**config.mk**
```make
export PLATFORM = sky130hd
export DESIGN_NAME = fir_sample_window
export DESIGN_NICKNAME = d
export VERILOG_FILES = /design/src/rtl/fir_pkg.sv /design/src/rtl/fir_window_ctrl.sv /design/src/rtl/fir_sample_window.sv
export SDC_FILE = /design/constraint.sdc
export NUM_CORES = 1
export LEC_CHECK = 0
export ABC_AREA = 1
export BUFFER_PORTS_ARGS = -buffer_cell sky130_fd_sc_hd__buf_2
export CORE_UTILIZATION = 45
export DETAILED_ROUTE_END_ITERATION = 12
export PLACE_DENSITY_LB_ADDON = 0.1
export REMOVE_ABC_BUFFERS = 1
export SKIP_LAST_GASP = 1
export SLEW_MARGIN = 25
export SYNTH_ARGS = -nofsm -noshare
export SYNTH_HDL_FRONTEND = slang
export SYNTH_SLANG_ARGS = --single-unit
```
**constraint.sdc**
```tcl
create_clock -name clk -period 1.6 [get_ports clk]
set_clock_uncertainty 0.05 [all_clocks]
set_input_delay 0.08 -clock clk [delete_from_list [all_inputs] [get_ports clk]]
set_output_delay 0.08 -clock clk [all_outputs]
set_load 0.02 [all_outputs]
```
**src/rtl/fir_pkg.sv**
```systemverilog
// Shared definitions for the highpass FIR: sample/window types and the tap-to-length map.
package fir_pkg;
  localparam int SAMPLE_W  = 16;
  localparam int MAX_SLOTS = 15;
  localparam int WIN_W     = SAMPLE_W * MAX_SLOTS;

  typedef logic [SAMPLE_W-1:0]                 sample_t;
  typedef logic [MAX_SLOTS-1:0][SAMPLE_W-1:0]  window_t;

  typedef enum logic [1:0] {
    ST_IDLE,
    ST_FILL,
    ST_RUN
  } win_state_e;

  // Odd window length for a tap setting: 2*floor(tap/2)+1, or 0 when the filter is off.
  function automatic logic [3:0] tap_to_len(input logic [3:0] tap);
    return (tap == 4'd0) ? 4'd0 : {tap[3:1], 1'b1};
  endfunction
endpackage

```
**src/rtl/fir_window_ctrl.sv**
```systemverilog
// Fill tracking for the sample window: IDLE/FILL/RUN FSM, tap change detection,
// saturating fill counter and the primed level / strobe pulse.
module fir_window_ctrl
  import fir_pkg::*;
(
  input  logic       clk,
  input  logic       rst_n,
  input  logic       flush,
  input  logic [3:0] tap,
  input  logic       in_valid,
  output logic       window_strobe,
  output logic       window_primed,
  output logic [3:0] fill_count
);

  win_state_e state_q, state_d;
  logic [3:0] tap_q, tap_d;
  logic [3:0] fill_q, fill_d;
  logic       primed_q, primed_d;
  logic       strobe_q, strobe_d;

  logic [3:0] need;
  logic       accept;
  logic       tap_chg;

  assign need    = tap_to_len(tap);
  assign accept  = in_valid & ~flush;
  assign tap_chg = (tap != tap_q);

  always_comb begin
    state_d  = state_q;
    fill_d   = fill_q;
    primed_d = primed_q;
    strobe_d = 1'b0;
    tap_d    = tap;
    if (flush) begin
      fill_d   = 4'd0;
      primed_d = 1'b0;
      state_d  = (tap == 4'd0) ? ST_IDLE : ST_FILL;
    end else if (tap == 4'd0) begin
      fill_d   = 4'd0;
      primed_d = 1'b0;
      state_d  = ST_IDLE;
    end else if (tap_chg || state_q == ST_IDLE) begin
      // Restart counting; a same-cycle accept is the first sample of the new setting.
      fill_d   = 4'd0;
      primed_d = 1'b0;
      state_d  = ST_FILL;
      if (accept) begin
        fill_d = 4'd1;
        if (need == 4'd1) begin
          state_d  = ST_RUN;
          primed_d = 1'b1;
          strobe_d = 1'b1;
        end
      end
    end else if (accept) begin
      fill_d = (fill_q >= need) ? need : fill_q + 4'd1;
      if (fill_d == need) begin
        state_d  = ST_RUN;
        primed_d = 1'b1;
        strobe_d = 1'b1;
      end
    end
  end

  always_ff @(posedge clk or negedge rst_n) begin
    if (!rst_n) begin
      state_q  <= ST_IDLE;
      tap_q    <= 4'd0;
      fill_q   <= 4'd0;
      primed_q <= 1'b0;
      strobe_q <= 1'b0;
    end else begin
      state_q  <= state_d;
      tap_q    <= tap_d;
      fill_q   <= fill_d;
      primed_q <= primed_d;
      strobe_q <= strobe_d;
    end
  end

  assign window_strobe = strobe_q;
  assign window_primed = primed_q;
  assign fill_count    = fill_q;

endmodule

```
**src/rtl/fir_sample_window.sv**
```systemverilog
// Serial-to-parallel sample window feeding the highpass FIR (slot 0 = newest).
// Optional WINDOW_ZERO_PAD_EN: slots at or beyond the current window length read as 0.
module fir_sample_window
  import fir_pkg::*;
(
  input  logic                clk,
  input  logic                rst_n,
  input  logic                flush,
  input  logic [3:0]          tap,
  input  logic                in_valid,
  input  logic [SAMPLE_W-1:0] in_sample,
  output logic [WIN_W-1:0]    window,
  output logic                window_strobe,
  output logic                window_primed,
  output logic [3:0]          fill_count
);

  window_t window_q, window_d;

  // Flush beats a simultaneous sample, which is dropped.
  always_comb begin
    window_d = window_q;
    if (flush)
      window_d = '0;
    else if (in_valid)
      window_d = {window_q[MAX_SLOTS-2:0], in_sample};
  end

  always_ff @(posedge clk or negedge rst_n) begin
    if (!rst_n) window_q <= '0;
    else        window_q <= window_d;
  end

`ifdef WINDOW_ZERO_PAD_EN
  logic [3:0] need;
  assign need = tap_to_len(tap);

  for (genvar g = 0; g < MAX_SLOTS; g++) begin : g_pad
    assign window[g*SAMPLE_W +: SAMPLE_W] = (4'(g) < need) ? window_q[g] : '0;
  end
`else
  assign window = window_q;
`endif

  fir_window_ctrl u_ctrl (
    .clk           (clk),
    .rst_n         (rst_n),
    .flush         (flush),
    .tap           (tap),
    .in_valid      (in_valid),
    .window_strobe (window_strobe),
    .window_primed (window_primed),
    .fill_count    (fill_count)
  );

endmodule
```
==> run_results.csv, run 1 <==
group,metric,value,unit
yosys,synth_top_family_by_area,"compound AO/OA/AOI/OAI gates",
yosys,ys_warn_count,0,
yosys,synthCells,893,
cells_and_area,fillers,1789,
timing,finalCritPeriodShare,109,%
worst_setup_path,cp.arrival,2.15,ns
worst_hold_path,min_from,"tap[1]",
yosys,synth_top_area_share,66.3,%
floorplan,initial_core_util,46.4,%
timing,worst_pin_slew,0.486,ns
cells_and_area,diodes,0,
worst_setup_path,reg2reg_from,"u_ctrl.fill_count[0]$_DFFE_PN0P_",
placed_design,place_inst,1415,
global_routing,grt_pass1_wl,38900,µm
yosys,yosysUniqueCellTypes,23,
placed_design,gp_congestion,0.868,
timing,fin_ws,-0.148,ns
clocking,cts_tree,"yes",
cells_and_area,regArea,6280,µm²
cells_and_area,layout-drive-gt1-share,30.9,%
floorplan,die_x,147,µm
worst_setup_path,cp_max_fo,7,
run,cap_viol_max_count,0,
timing,setup-tns-final,-0.711,ns
cells_and_area,finalNonFillerCells,1494,
yosys,synth_mux_area_share,0,%
floorplan,rows,52,
run_status,violations,"negative setup slack",
worst_setup_path,rr_endpoint,"u_ctrl.window_primed$_DFFE_PN0P_",
yosys,syn_area_per_cell,10.6,µm²
yosys,yosysTopAreaCell,"dfrtp_1",
worst_hold_path,hold_class,"input pin to register",
cells_and_area,area_growth,32.9,%
yosys,synth-async-reset-ratio,100,%
timing,fin_crit,1.75,ns
power_and_ir_drop,total_power,13.3,mW
power_and_ir_drop,swShare,22.7,%
floorplan,io_pins,270,
yosys,synth-xor-area-share,0.277,%
worst_hold_path,holdPathStages,6,
clocking,htree_levels,1,
timing,relSlewSlack,67.6,%
clocking,cts.sinks,251,
placed_design,place_ws,-0.233,ns
clocking,clk_path_buf_depth,3,
timing,drv_slew,0,
yosys,synth_compound_area_share,16.3,%
power_and_ir_drop,switchingPower,3.02,mW
cells_and_area,multiInputGateArea,2110,µm²
timing,final_hold_viol_count,0,
drt,vias_per_cell,4.91,
drt,first_pass_iters,4,
worst_setup_path,startpoint_type,"register",
drt,vias,7331,
yosys,syn_area,9480,µm²
global_routing,gr-total-overflow,0,
placed_design,dpl_cell_area,11400,µm²
global_routing,grt_pass1_vias,7327,
power_and_ir_drop,power_frac_comb,6.4,%
clocking,clkLatencyLatePin,0.52,ns
placed_design,place_hpwl,16000,µm
floorplan,dieArea,21600,µm²
yosys,ys_seq_elements,251,
global_routing,grt_max_degree,67,
drt,drt-initial-drc-count,328,
clocking,clk_pin_slew_worst_paths,0.06,ns
placed_design,portBuffers,269,
power_and_ir_drop,p_int,10.3,mW
yosys,synth_area_leaders,"dfrtp_1 (66%), o22ai_1 (14%), inv_1 (9.3%)",
worst_setup_path,crit_type,"register to register",
worst_setup_path,reg2reg_slack,-0.15,ns
cells_and_area,fin_area,12600,µm²
yosys,synth.most_common_cell,"dfrtp_1",
yosys,synth_ff_type,"dfrtp_1",
worst_hold_path,hold_path_end,"u_ctrl.fill_count[1]$_DFFE_PN0P_",
worst_setup_path,critPathCaptureType,"register",
power_and_ir_drop,seqPwrFrac,48.5,%
yosys,synth-adder-area-share,0.660,%
power_and_ir_drop,power.leakage,6.38,nW
drt,routed_wl,23900,µm
drt,wire_per_inst,16.0,µm
cells_and_area,num-nets-final,1234,
power_and_ir_drop,irDropWorstVdd,0.000697,V
floorplan,fp.coreArea,20400,µm²
timing,timing.hold.ws,0.0317,ns
timing,rsz0062_at_grt,"true",
drt,drc,0,
floorplan,die_h,147,µm
clocking,numCtsBuffers,27,
clocking,cts_root_buf,"clkbuf_16",
worst_setup_path,required,2.00,ns
worst_setup_path,cp-startpoint,"u_ctrl.fill_count[0]$_DFFE_PN0P_",
run_status,status,"complete, but fails checks",
power_and_ir_drop,powerDensity,1050,nW/µm²
yosys,synth_edf_count,0,
power_and_ir_drop,pwr-share-clk,45.2,%
yosys,yosys.area_share.simple,4.34,%
drt,postRouteAntennaNets,0,
global_routing,grt_usage,22.3,%
global_routing,antenna_found_initial,0,
yosys,synthTopCellsByCount,"dfrtp_1 (251), inv_1 (235), o22ai_1 (210)",
yosys,seq_area_frac_synth,66.3,%
cells_and_area,utilization,61.6,%
worst_setup_path,r2r_cells,11,
timing,fmax,572,MHz
timing,finalSetupViolCount,7,
==> state kept, by name (all words and copies together) (netlist names) <==
name,count
u_ctrl.fill_count,4
u_ctrl.window_primed,1
u_ctrl.window_strobe,1
u_ctrl.state_q,1
window,240
u_ctrl.tap_q,4
==> area by class of cell <==
cell class                 instances  share of cell area (%)
clock inverter                     9                   0.576
multi-input combinational        349                    16.7
timing repair buffer             334                    16.6
inverter                         242                    7.25
tap                              270                    2.68
clock buffer                      39                    6.28
sequential                       251                    49.9
==> kinds of logic after synthesis <==
kind of cell	after synthesis
buffers and inverters	294
AOI/OAI and AO/OA	254
DFF	251
and+or+nand+nor	86
adders and majority gates	5
xor gates and xnor gates	3
==> critical path, cell delays in order, from the launching register on <==
cell and delay, ns:
dfrtp_1 0.39, buf_4 0.17, ha_1 0.23, xnor2_2 0.18, inv_1 0.08, nand4_1 0.09, nand2_1 0.05, nor2_1 0.08
nand3_1 0.13, nand2_1 0.11, nand2_2 0.06, nand2_2 0.05
==> timing repair <==
action,CTS,global route
setup buffers,4,1
cloned,1,0
endpoints found under the setup margin,7,7
pin swaps,5,12
hold buffers,25,0
resized for setup,10,9
hold endpoints to repair,279,0
==> cell usage in the layout, fill, tap and decap left out, types with 7 or more instances in the layout <==
cell / netlist / routed
o22ai_1: 210 / 210
inv_1: 235 / 232
nand2_1: 40 / 36
dlygate4sd3_1: 0 / 25
nand4_1: 10 / 10
clkbuf_16: 0 / 27
clkbuf_8: 0 / 7
nand3_1: 23 / 23
dfrtp_1: 251 / 251
clkinv_2: 0 / 7
buf_2: 37 / 268
buf_4: 0 / 24
buf_12: 0 / 14
o21ai_1: 2 / 7
o21ai_0: 39 / 34
inv_2: 7 / 9
==> layer usage <==
metal	global-route usage (%)	wire (µm)	up-vias
met5	0	0	-
li1	-	-	3612
met3	6.37	1790	40
met4	6.13	580	0
met1	29.5	10400	3487
met2	36.1	11100	192
==> worst max-delay path by stage <==
| stage | to | slack (ns) | depth (start not counted) |
|---|---|---|---|
| 2_1_floorplan | window[224]$_DFFE_PN0P_ | -0.99 | 4 |
| 3_3_place_gp | u_ctrl.fill_count[3]$_DFFE_PN0P_ | -0.18 | 15 |
| 3_5_place_dp | u_ctrl.fill_count[0]$_DFFE_PN0P_ | -0.23 | 16 |
| 4_1_cts | u_ctrl.window_primed$_DFFE_PN0P_ | -0.10 | 14 |
| 5_1_grt | u_ctrl.window_primed$_DFFE_PN0P_ | -0.26 | 14 |
| 6_report | u_ctrl.window_primed$_DFFE_PN0P_ | -0.15 | 11 |
==> power by group through the flow <==
stage               sequential, mW  clock [mW]  combinational [mW]
global placement              6.55           0               0.782
detailed placement            6.55           0               0.784
global route                  6.44        6.38               0.934
finish                        6.43        6.00               0.848
floorplan                     6.62           0               0.270
CTS                           6.43        6.14               0.848
No activity file was read; power rests on OpenSTA's default activity.
==> inputs of run 2 (changes only) <==
CORE_MARGIN = 5   (was unset)
MAX_ROUTING_LAYER = met4   (was unset)
SLEW_MARGIN = unset   (was 25)
==> run 2 against run 1 <==
Hold slack better by 0.0086 ns. First-iteration DRC count grew 32%. The flow still finishes with violations (negative setup slack). Total power rose by 2.0%. Sequential cell count unchanged. Combinational power rose by 0.8%. Fmax grew 2.9%.
==> run_results.csv, run 2 (same netlist as run 1, synthesis figures left out) <==
group,metric,value,unit
run_status,status,"complete, but fails checks",
run_status,violations,"negative setup slack",
global_routing,gr-total-overflow,0,
floorplan,initial_core_util,45.4,%
floorplan,die_h,155,µm
global_routing,grt_pass1_wl,40600,µm
global_routing,antenna_found_initial,0,
floorplan,rows,53,
timing,relSlewSlack,68.8,%
worst_setup_path,required,1.95,ns
power_and_ir_drop,powerDensity,1070,nW/µm²
placed_design,portBuffers,269,
worst_setup_path,crit_top_cell,"nand2_1",
timing,fin_crit,1.70,ns
clocking,clk_path_buf_depth,3,
drt,wire_per_inst,16.6,µm
power_and_ir_drop,irDropWorstVdd,0.000774,V
floorplan,io_pins,270,
cells_and_area,diodes,0,
clocking,clk_pin_slew_worst_paths,0.06,ns
worst_setup_path,cp_top_family,"simple AND/OR/NAND/NOR gates",
timing,drv_slew,0,
worst_setup_path,crit_buf_inv,1,
drt,postRouteAntennaNets,0,
clocking,cts_root_buf,"clkbuf_16",
cells_and_area,layout_commonest_cell,"buf_2",
drt,vias_per_cell,4.90,
cells_and_area,most-common-layout-cells,"buf_2 (268), dfrtp_1 (251), inv_1 (233)",
global_routing,grtUsageMet1,27.8,%
drt,first_pass_iters,4,
timing,timing.hold.ws,0.0403,ns
drt,vias,7348,
placed_design,place_ws,-0.214,ns
clocking,htree_levels,1,
clocking,numCtsBuffers,27,
timing,setup-tns-final,-0.289,ns
worst_setup_path,path_cells,"ha_4 > a21oi_2 > buf_6 > nand4_1 > nand2_1 > nor2_1 > nand3_1 > nand2_1 > nand2_1 > nand2_1",
drt,routed_wl,24900,µm
global_routing,grt_pass1_vias,7599,
worst_setup_path,cp.arrival,2.05,ns
worst_setup_path,startpoint_type,"register",
cells_and_area,finalNonFillerCells,1499,
global_routing,grt.met2_usage,33.6,%
clocking,cts.sinks,251,
worst_setup_path,crit_type,"register to register",
worst_setup_path,critPathMaxStageDelay,0.40,ns
timing,fin_ws,-0.0997,ns
clocking,cts_tree,"yes",
global_routing,grt_usage,21.3,%
global_routing,use_met3,5.76,%
global_routing,grt_max_degree,105,
placed_design,place_hpwl,16900,µm
cells_and_area,largest_reg_flops,240,
cells_and_area,layout-drive-gt1-share,30.9,%
floorplan,die_x,155,µm
global_routing,busiest_layer,"met2",
placed_design,place_inst,1422,
worst_setup_path,slowest_stage,"dfrtp_1",
worst_hold_path,hold_class,"input pin to asynchronous set/reset pin",
timing,worst_pin_slew,0.469,ns
timing,final_hold_viol_count,0,
floorplan,dieArea,24100,µm²
timing,finalSetupViolCount,4,
worst_setup_path,cp_max_fo,8,
floorplan,fp.coreArea,20900,µm²
cells_and_area,num-nets-final,1233,
drt,drt-initial-drc-count,433,
placed_design,gp_congestion,0.888,
timing,fmax,588,MHz
drt,drc,0,
clocking,clkLatencyLatePin,0.51,ns
cells_and_area,area_growth,33.6,%
timing,rsz0062_at_grt,"true",
timing,finalCritPeriodShare,106,%
power_and_ir_drop,power.leakage,6.41,nW
worst_setup_path,critPathCaptureType,"register",
run,cap_viol_max_count,0,
[run 2: repair_timing]
action / 4_1_cts / 5_1_grt
setup endpoints to repair: 7 / 7
gates resized for setup: 7 / 11
setup buffers: 1 / 0
cloned: 1 / 0
endpoints found under the hold margin: 279 / 0
hold buffers: 26 / 0
pin swaps: 3 / 14
[run 2: stage by stage]
stage	utilization, %	power, mW	cell area (µm²)
6_report	60.6	13.5	12700
5_1_grt	60.6	14.1	12700
3_3_place_gp	54.7	7.34	11400
4_1_cts	60.4	13.7	12600
3_5_place_dp	54.7	7.35	11400
2_1_floorplan	-	6.89	9240
[run 2: report_power, final]
part | switching (mW) | internal, mW | total [mW]
clock | 2.44 | 3.81 | 6.25
sequential | 0.0302 | 6.41 | 6.44
combinational | 0.566 | 0.289 | 0.855
total | 3.04 | 10.5 | 13.5
[run 2: layout make-up]
cell class	count	area [µm²]
fillers	1800	8220
flip-flops and latches	251	6280
multi-input cells	349	2130
repair buffers	333	2100
inverters	242	913
clock buffers	36	759
well taps	275	344
clock inverters	13	146
[run 2: layer usage]
metal	routed length [µm]	share of wire, %
met1	10800	43
met2	11800	47
met3	1890	7.6
met4	411	1.7
met5	0	0
[run 2: path summary, 6_finish.rpt]
check | slack, ns | endpoint | cells past startpoint | start
max in group asynchronous | 0.80 | window[18]$_DFFE_PN0P_ | 3 | rst_n
setup / recovery | -0.1 | u_ctrl.window_primed$_DFFE_PN0P_ | 10 | u_ctrl.fill_count[3]$_DFFE_PN0P_
setup reg to reg | -0.1 | u_ctrl.window_primed$_DFFE_PN0P_ | 10 | u_ctrl.fill_count[3]$_DFFE_PN0P_
hold / removal | 0.04 | window[8]$_DFFE_PN0P_ | 2 | rst_n
min in group clk | 0.05 | u_ctrl.fill_count[3]$_DFFE_PN0P_ | 6 | tap[3]
hold reg to reg | 0.46 | window[233]$_DFFE_PN0P_ | 2 | window[233]$_DFFE_PN0P_
[run 2: worst reg2reg max path, stage by stage (launching register included)]
cell and delay [ns]:
dfrtp_1 0.40, ha_4 0.23, a21oi_2 0.20, buf_6 0.16, nand4_1 0.09, nand2_1 0.08
nor2_1 0.05, nand3_1 0.12, nand2_1 0.07, nand2_1 0.09, nand2_1 0.05
